**src/rtl/sd_block_pkg.sv**
```systemverilog
// Shared types and constants for the SD block-buffer responder.
// One block is 512 bytes, addressed by a 9-bit byte index.
package sd_block_pkg;

    localparam int         BLK_BYTES = 512;
    localparam int         IDX_W     = 9;
    localparam logic [7:0] RD_FILL   = 8'hFF;

    localparam logic [IDX_W-1:0] IDX_LAST = IDX_W'(BLK_BYTES - 1);

    typedef enum logic [3:0] {
        IDLE,
        ACKWAIT,
        RD_REQ,
        RD_STB,
        WR_ADDR,
        WR_WAIT,
        WR_CAP,
        WR_MEM,
        FINISH
    } state_e;

endpackage

```
**src/rtl/sd_block_responder.sv**
```systemverilog
// Device end of the SD block-buffer handshake: moves one 512-byte block
// between the initiator buffer and a stall-capable backing byte store.
//
// state   | meaning
// --------+-----------------------------------------------------------
// IDLE    | waiting for sd_rd/sd_wr while sd_ack is low
// ACKWAIT | delay counter running down to the sd_ack rise
// RD_REQ  | backing store read outstanding for byte idx
// RD_STB  | one-cycle sd_buff_wr strobe of the fetched byte
// WR_ADDR | present idx on sd_buff_addr
// WR_WAIT | initiator RAM registers the address
// WR_CAP  | sd_buff_din sampled into mem_wdata
// WR_MEM  | backing store write outstanding for byte idx
// FINISH  | last cycle with sd_ack high
module sd_block_responder
    import sd_block_pkg::*;
#(
    parameter int LBA_W     = 4,
    parameter int ACK_DELAY = 4
) (
    input  logic             clk_sys,
    input  logic             RESET_n,
    input  logic [31:0]      sd_lba,
    input  logic             sd_rd,
    input  logic             sd_wr,
    output logic             sd_ack,
    output logic [8:0]       sd_buff_addr,
    output logic [7:0]       sd_buff_dout,
    input  logic [7:0]       sd_buff_din,
    output logic             sd_buff_wr,
    output logic [LBA_W+8:0] mem_addr,
    output logic             mem_rd,
    output logic             mem_wr,
    output logic [7:0]       mem_wdata,
    input  logic [7:0]       mem_rdata,
    input  logic             mem_ready,
    output logic             busy,
    output logic             oob_err
);

    localparam int               CNT_W    = (ACK_DELAY > 1) ? $clog2(ACK_DELAY) : 1;
    localparam logic [CNT_W-1:0] ACK_LOAD = CNT_W'(ACK_DELAY - 1);

    state_e             state_q, state_d;
    logic [LBA_W-1:0]   lba_q, lba_d;
    logic               dir_rd_q, dir_rd_d;
    logic               oob_q, oob_d;
    logic [IDX_W-1:0]   idx_q, idx_d;
    logic [CNT_W-1:0]   cnt_q, cnt_d;
    logic               ack_q, ack_d;
    logic [7:0]         dout_q, dout_d;
    logic [IDX_W-1:0]   baddr_q, baddr_d;
    logic [7:0]         wdata_q, wdata_d;
    logic               oob_err_q, oob_err_d;
    logic               req_oob;

    // Any address bit above the store width makes the block out of range.
    assign req_oob = (sd_lba >> LBA_W) != 32'd0;

    always_ff @(posedge clk_sys or negedge RESET_n) begin
        if (!RESET_n) begin
            state_q   <= IDLE;
            lba_q     <= '0;
            dir_rd_q  <= 1'b0;
            oob_q     <= 1'b0;
            idx_q     <= '0;
            cnt_q     <= '0;
            ack_q     <= 1'b0;
            dout_q    <= '0;
            baddr_q   <= '0;
            wdata_q   <= '0;
            oob_err_q <= 1'b0;
        end else begin
            state_q   <= state_d;
            lba_q     <= lba_d;
            dir_rd_q  <= dir_rd_d;
            oob_q     <= oob_d;
            idx_q     <= idx_d;
            cnt_q     <= cnt_d;
            ack_q     <= ack_d;
            dout_q    <= dout_d;
            baddr_q   <= baddr_d;
            wdata_q   <= wdata_d;
            oob_err_q <= oob_err_d;
        end
    end

    always_comb begin
        state_d    = state_q;
        lba_d      = lba_q;
        dir_rd_d   = dir_rd_q;
        oob_d      = oob_q;
        idx_d      = idx_q;
        cnt_d      = cnt_q;
        ack_d      = ack_q;
        dout_d     = dout_q;
        baddr_d    = baddr_q;
        wdata_d    = wdata_q;
        oob_err_d  = oob_err_q;
        sd_buff_wr = 1'b0;
        mem_rd     = 1'b0;
        mem_wr     = 1'b0;

        case (state_q)
            IDLE: begin
                if ((sd_rd || sd_wr) && !ack_q) begin
                    lba_d     = sd_lba[LBA_W-1:0];
                    dir_rd_d  = sd_rd;
                    oob_d     = req_oob;
                    oob_err_d = oob_err_q | req_oob;
                    idx_d     = '0;
                    cnt_d     = ACK_LOAD;
                    state_d   = ACKWAIT;
                end
            end
            ACKWAIT: begin
                if (cnt_q == '0) begin
                    ack_d   = 1'b1;
                    state_d = dir_rd_q ? RD_REQ : WR_ADDR;
                end else begin
                    cnt_d = cnt_q - 1'b1;
                end
            end
            RD_REQ: begin
                mem_rd = !oob_q;
                if (oob_q || mem_ready) begin
                    dout_d  = oob_q ? RD_FILL : mem_rdata;
                    baddr_d = idx_q;
                    state_d = RD_STB;
                end
            end
            RD_STB: begin
                sd_buff_wr = 1'b1;
                if (idx_q == IDX_LAST) begin
                    state_d = FINISH;
                end else begin
                    idx_d   = idx_q + 1'b1;
                    state_d = RD_REQ;
                end
            end
            WR_ADDR: begin
                baddr_d = idx_q;
                state_d = WR_WAIT;
            end
            WR_WAIT: begin
                state_d = WR_CAP;
            end
            WR_CAP: begin
                // Two edges after the address moved: registered-read data is stable.
                wdata_d = sd_buff_din;
                state_d = WR_MEM;
            end
            WR_MEM: begin
                mem_wr = !oob_q;
                if (oob_q || mem_ready) begin
                    if (idx_q == IDX_LAST) begin
                        state_d = FINISH;
                    end else begin
                        idx_d   = idx_q + 1'b1;
                        state_d = WR_ADDR;
                    end
                end
            end
            FINISH: begin
                ack_d   = 1'b0;
                state_d = IDLE;
            end
            default: begin
                state_d = IDLE;
            end
        endcase
    end

    assign sd_ack       = ack_q;
    assign sd_buff_addr = baddr_q;
    assign sd_buff_dout = dout_q;
    assign mem_addr     = {lba_q, idx_q};
    assign mem_wdata    = wdata_q;
    assign busy         = (state_q != IDLE);
    assign oob_err      = oob_err_q;

endmodule

```
**config.mk**
```make
export PLATFORM = sky130hd
export DESIGN_NAME = sd_block_responder
export DESIGN_NICKNAME = d
export VERILOG_FILES = /design/src/rtl/sd_block_pkg.sv /design/src/rtl/sd_block_responder.sv
export SDC_FILE = /design/constraint.sdc
export NUM_CORES = 1
export LEC_CHECK = 0
export CAP_MARGIN = 20
export CORE_ASPECT_RATIO = 1.2
export CORE_MARGIN = 2
export CORE_UTILIZATION = 46
export DETAILED_ROUTE_END_ITERATION = 7
export PLACE_DENSITY = 0.82
export SKIP_CTS_REPAIR_TIMING = 1
export SLEW_MARGIN = 30
export SYNTH_ARGS = -nofsm -noshare
export SYNTH_HDL_FRONTEND = slang
export SYNTH_SLANG_ARGS = --single-unit
```
**constraint.sdc**
```tcl
create_clock -name clk_sys -period 4.14 [get_ports clk_sys]
set_input_delay 1.035 -clock clk_sys [delete_from_list [all_inputs] [get_ports clk_sys]]
set_output_delay 1.035 -clock clk_sys [all_outputs]
set_load 0.02 [all_outputs]
```
==> results_dict.tcl <==
set metrics [dict create \
    status "finished, final reports clean" \
    fillerInstances 382 \
    antenna_found_initial 0 \
    dr.pass1.iters 4 \
    r2r_start "idx_q[0]$_DFFE_PN0P_" \
    synth_top_area_cell "dfrtp_1" \
    synth_top_area_share_pct 51.0 \
    ys_warn_count 0 \
    p_int_uw 1260 \
    grt_use_total_pct 21.4 \
    hold_path_class "flop to flop" \
    syn-cell-area_sq_um 2360 \
    rsz0062_at_grt "no" \
    multiInputGateArea_sq_um 1110 \
    start_kind "flop" \
    post-synth-top-count-cell "dfrtp_1" \
    r2r_cells 7 \
    avgSynthCellArea_sq_um 10.3 \
    setup_viol 0 \
    cts_buffers 5 \
    root_buffer "clkbuf_8" \
    cts.sinks 48 \
    grt_pass1_wl_microns 9750 \
    fin_crit_ns 3.37 \
    rrSetupSlack_ns 1.57 \
    regArea_sq_um 1200 \
    power_leakage_uw 0.00145 \
    initial_core_util_pct 47.7 \
    drv_cap 0 \
    crit_path_end_kind "primary output" \
    pwr-share-clk_pct 13.9 \
    ant_nets 0 \
    drc 0 \
    drtIter0Drc 90 \
    place.port_buffers 96 \
    die_x_microns 69.4 \
    maxSlewViolCount 0 \
    grt_pass1_vias 2116 \
    drive_gt1_share_pct 10.5 \
    routedWlPerCell_microns 14.6 \
    cp.arrival_ns 2.33 \
    post_drt_via_cell_ratio 5.41 \
    cp.required_ns 3.11 \
    critical_path_class "flop to primary output" \
    fin_crit_sh_pct 81.3 \
    vias 2071 \
    slew_headroom_pct 51.3 \
    hold_depth 2 \
    insertion_delay_ns 0.30 \
    grt.overflow.total 0 \
    min_from "lba_q[2]$_DFFE_PN0P_" \
    cts_max_level 2 \
    rows 28 \
    io-pin-count 97 \
    synthTopCellsByCount "48 x dfrtp_1, 31 x nor2_1, 28 x nand2_1, 13 x a21oi_1, 10 x nor4_1" \
    ys_ff_latch 48 \
    die_area_sq_um 5720 \
    area_growth_pct 46.5 \
    postLayoutCellArea_sq_um 3450 \
    final_nets 378 \
    power_density_nw_per_um2 586 \
    seqPwrFrac_pct 38.8 \
    grt_max_degree 49 \
    critPathMaxFanout 20 \
    syn_inst 228 \
    hold-path-endpoint "lba_q[2]$_DFFE_PN0P_" \
    dp_hpwl_microns 4300 \
    cts_tree "yes" \
    combPwrFrac_pct 47.3 \
    hold_viol_final 0 \
    die_h_microns 82.4 \
    synthTopCellsByArea "dfrtp_1 51%, mux2_4 5.7%, nor2_1 4.9%, nand2_1 4.5%, mux2_2 4.3%" \
    synth_ff_type "dfrtp_1" \
    fmax_ghz 0.297 \
    dpl_cell_area_sq_um 3350 \
    core_sq_um 4940 \
    switchingPower_uw 763 \
    ys_seq_area_share_pct 51.0 \
    routed_wl_microns 5580 \
    synth_edf_count 0 \
    reg2reg_to "idx_q[4]$_DFFE_PN0P_" \
    setup_tns_ns 0 \
    cts.clk_slew.worst_paths_ns 0.08 \
    synth_cell_types 44 \
    cts_buffer_depth 2 \
    peakVddDrop_uv 269 \
    async_flop_share_pct 100 \
    synth_fp_nets 284 \
    globalplace.congestion 0.886 \
    worst_pin_slew_ns 0.728 \
    switching_share_pct 37.7 \
    antennaDiodeCount 0 \
    cp-startpoint "state_q[0]$_DFFE_PN0P_" \
    finClkSkew_ns 0.00409 \
]
## layer usage
layer	global-route usage, %	vias up	share of wire, %
met5	0	-	0
met4	7.65	0	1.7
met3	5.95	10	6.7
met2	38.0	79	51
li1	-	1000	-
met1	25.3	982	40
## flip-flops by register name, summed over array words and instances (netlist names)
name and count:
cnt_q 2, dir_rd_q 1, idx_q 9, lba_q 4
mem_wdata 8, oob_err 1, oob_q 1, sd_ack 1
sd_buff_addr 9, sd_buff_dout 8, state_q 4
## cells in the final DEF, fill, tap and decap left out, types with 3 or more instances in the layout
master / count
nand2_1: 28
clkdlybuf4s50_1: 95
nor4_1: 10
nand2b_1: 3
nand3_1: 4
o31ai_1: 4
mux2_2: 9
nor3_1: 4
clkbuf_8: 6
mux2_4: 9
ha_1: 3
a21oi_1: 13
o21a_1: 3
dfrtp_1: 48
o21ai_0: 8
inv_1: 4
o21ai_1: 4
nor2_1: 31
## worst max path at each step
| stage | depth (start not counted) | end | slack (ns) |
|---|---|---|---|
| 2_1_floorplan | 3 | mem_rd | 1.71 |
| 3_5_place_dp | 3 | mem_rd | 1.11 |
| 3_3_place_gp | 3 | mem_rd | 1.14 |
| 4_1_cts | 3 | mem_rd | 0.78 |
| 6_report | 3 | mem_rd | 0.77 |
| 5_1_grt | 3 | mem_rd | 0.68 |
## power by group through the flow
stage | Sequential [uW] | Clock, uW | Combinational [uW]
global route | 816 | 305 | 1040
floorplan | 885 | 0 | 457
CTS | 782 | 290 | 963
global placement | 784 | 0 | 942
detailed placement | 792 | 0 | 959
finish | 784 | 281 | 957
## stage by stage
step / util [%] / std cells / setup WS (ns) / hold slack, ns / power [uW]
floorplan: - / 228 / 1.71 / 0.515 / 1340
global placement: 67.8 / 375 / 1.14 / 0.458 / 1730
detailed placement: 67.9 / 375 / 1.11 / 0.471 / 1750
CTS: 69.7 / 383 / 0.777 / 0.496 / 2040
global route: 69.9 / 383 / 0.684 / 0.519 / 2170
finish: 69.9 / 383 / 0.773 / 0.494 / 2020
## final cells by class
| cell class | count | area share, % |
|---|---|---|
| Clock inverter | 2 | 0.290 |
| Clock buffer | 6 | 2.39 |
| Timing Repair Buffer | 96 | 27.8 |
| Sequential cell | 48 | 34.8 |
| Multi-Input combinational cell | 167 | 32.2 |
| Inverter | 4 | 0.435 |
| Tap cell | 60 | 2.17 |
## cells by family (layout without fill, tap and decap cells)
| logic type | Yosys count | after routing | synth area share (%) |
|---|---|---|---|
| xor+xnor | 1 | 1 | 0.372 |
| mux | 21 | 21 | 11.4 |
| flops | 48 | 48 | 51.0 |
| fa+ha+maj | 3 | 3 | 1.59 |
| compound gates | 44 | 44 | 11.7 |
| simple gates | 98 | 98 | 21.5 |
| buf+inv | 13 | 108 | 2.55 |
## critical path: stages, from the launching register on
cell	delay, ns
dfrtp_1	0.61
or4b_4	0.67
nor2_1	0.12
clkdlybuf4s50_1	0.63
Power figures use the tool's default switching activity.
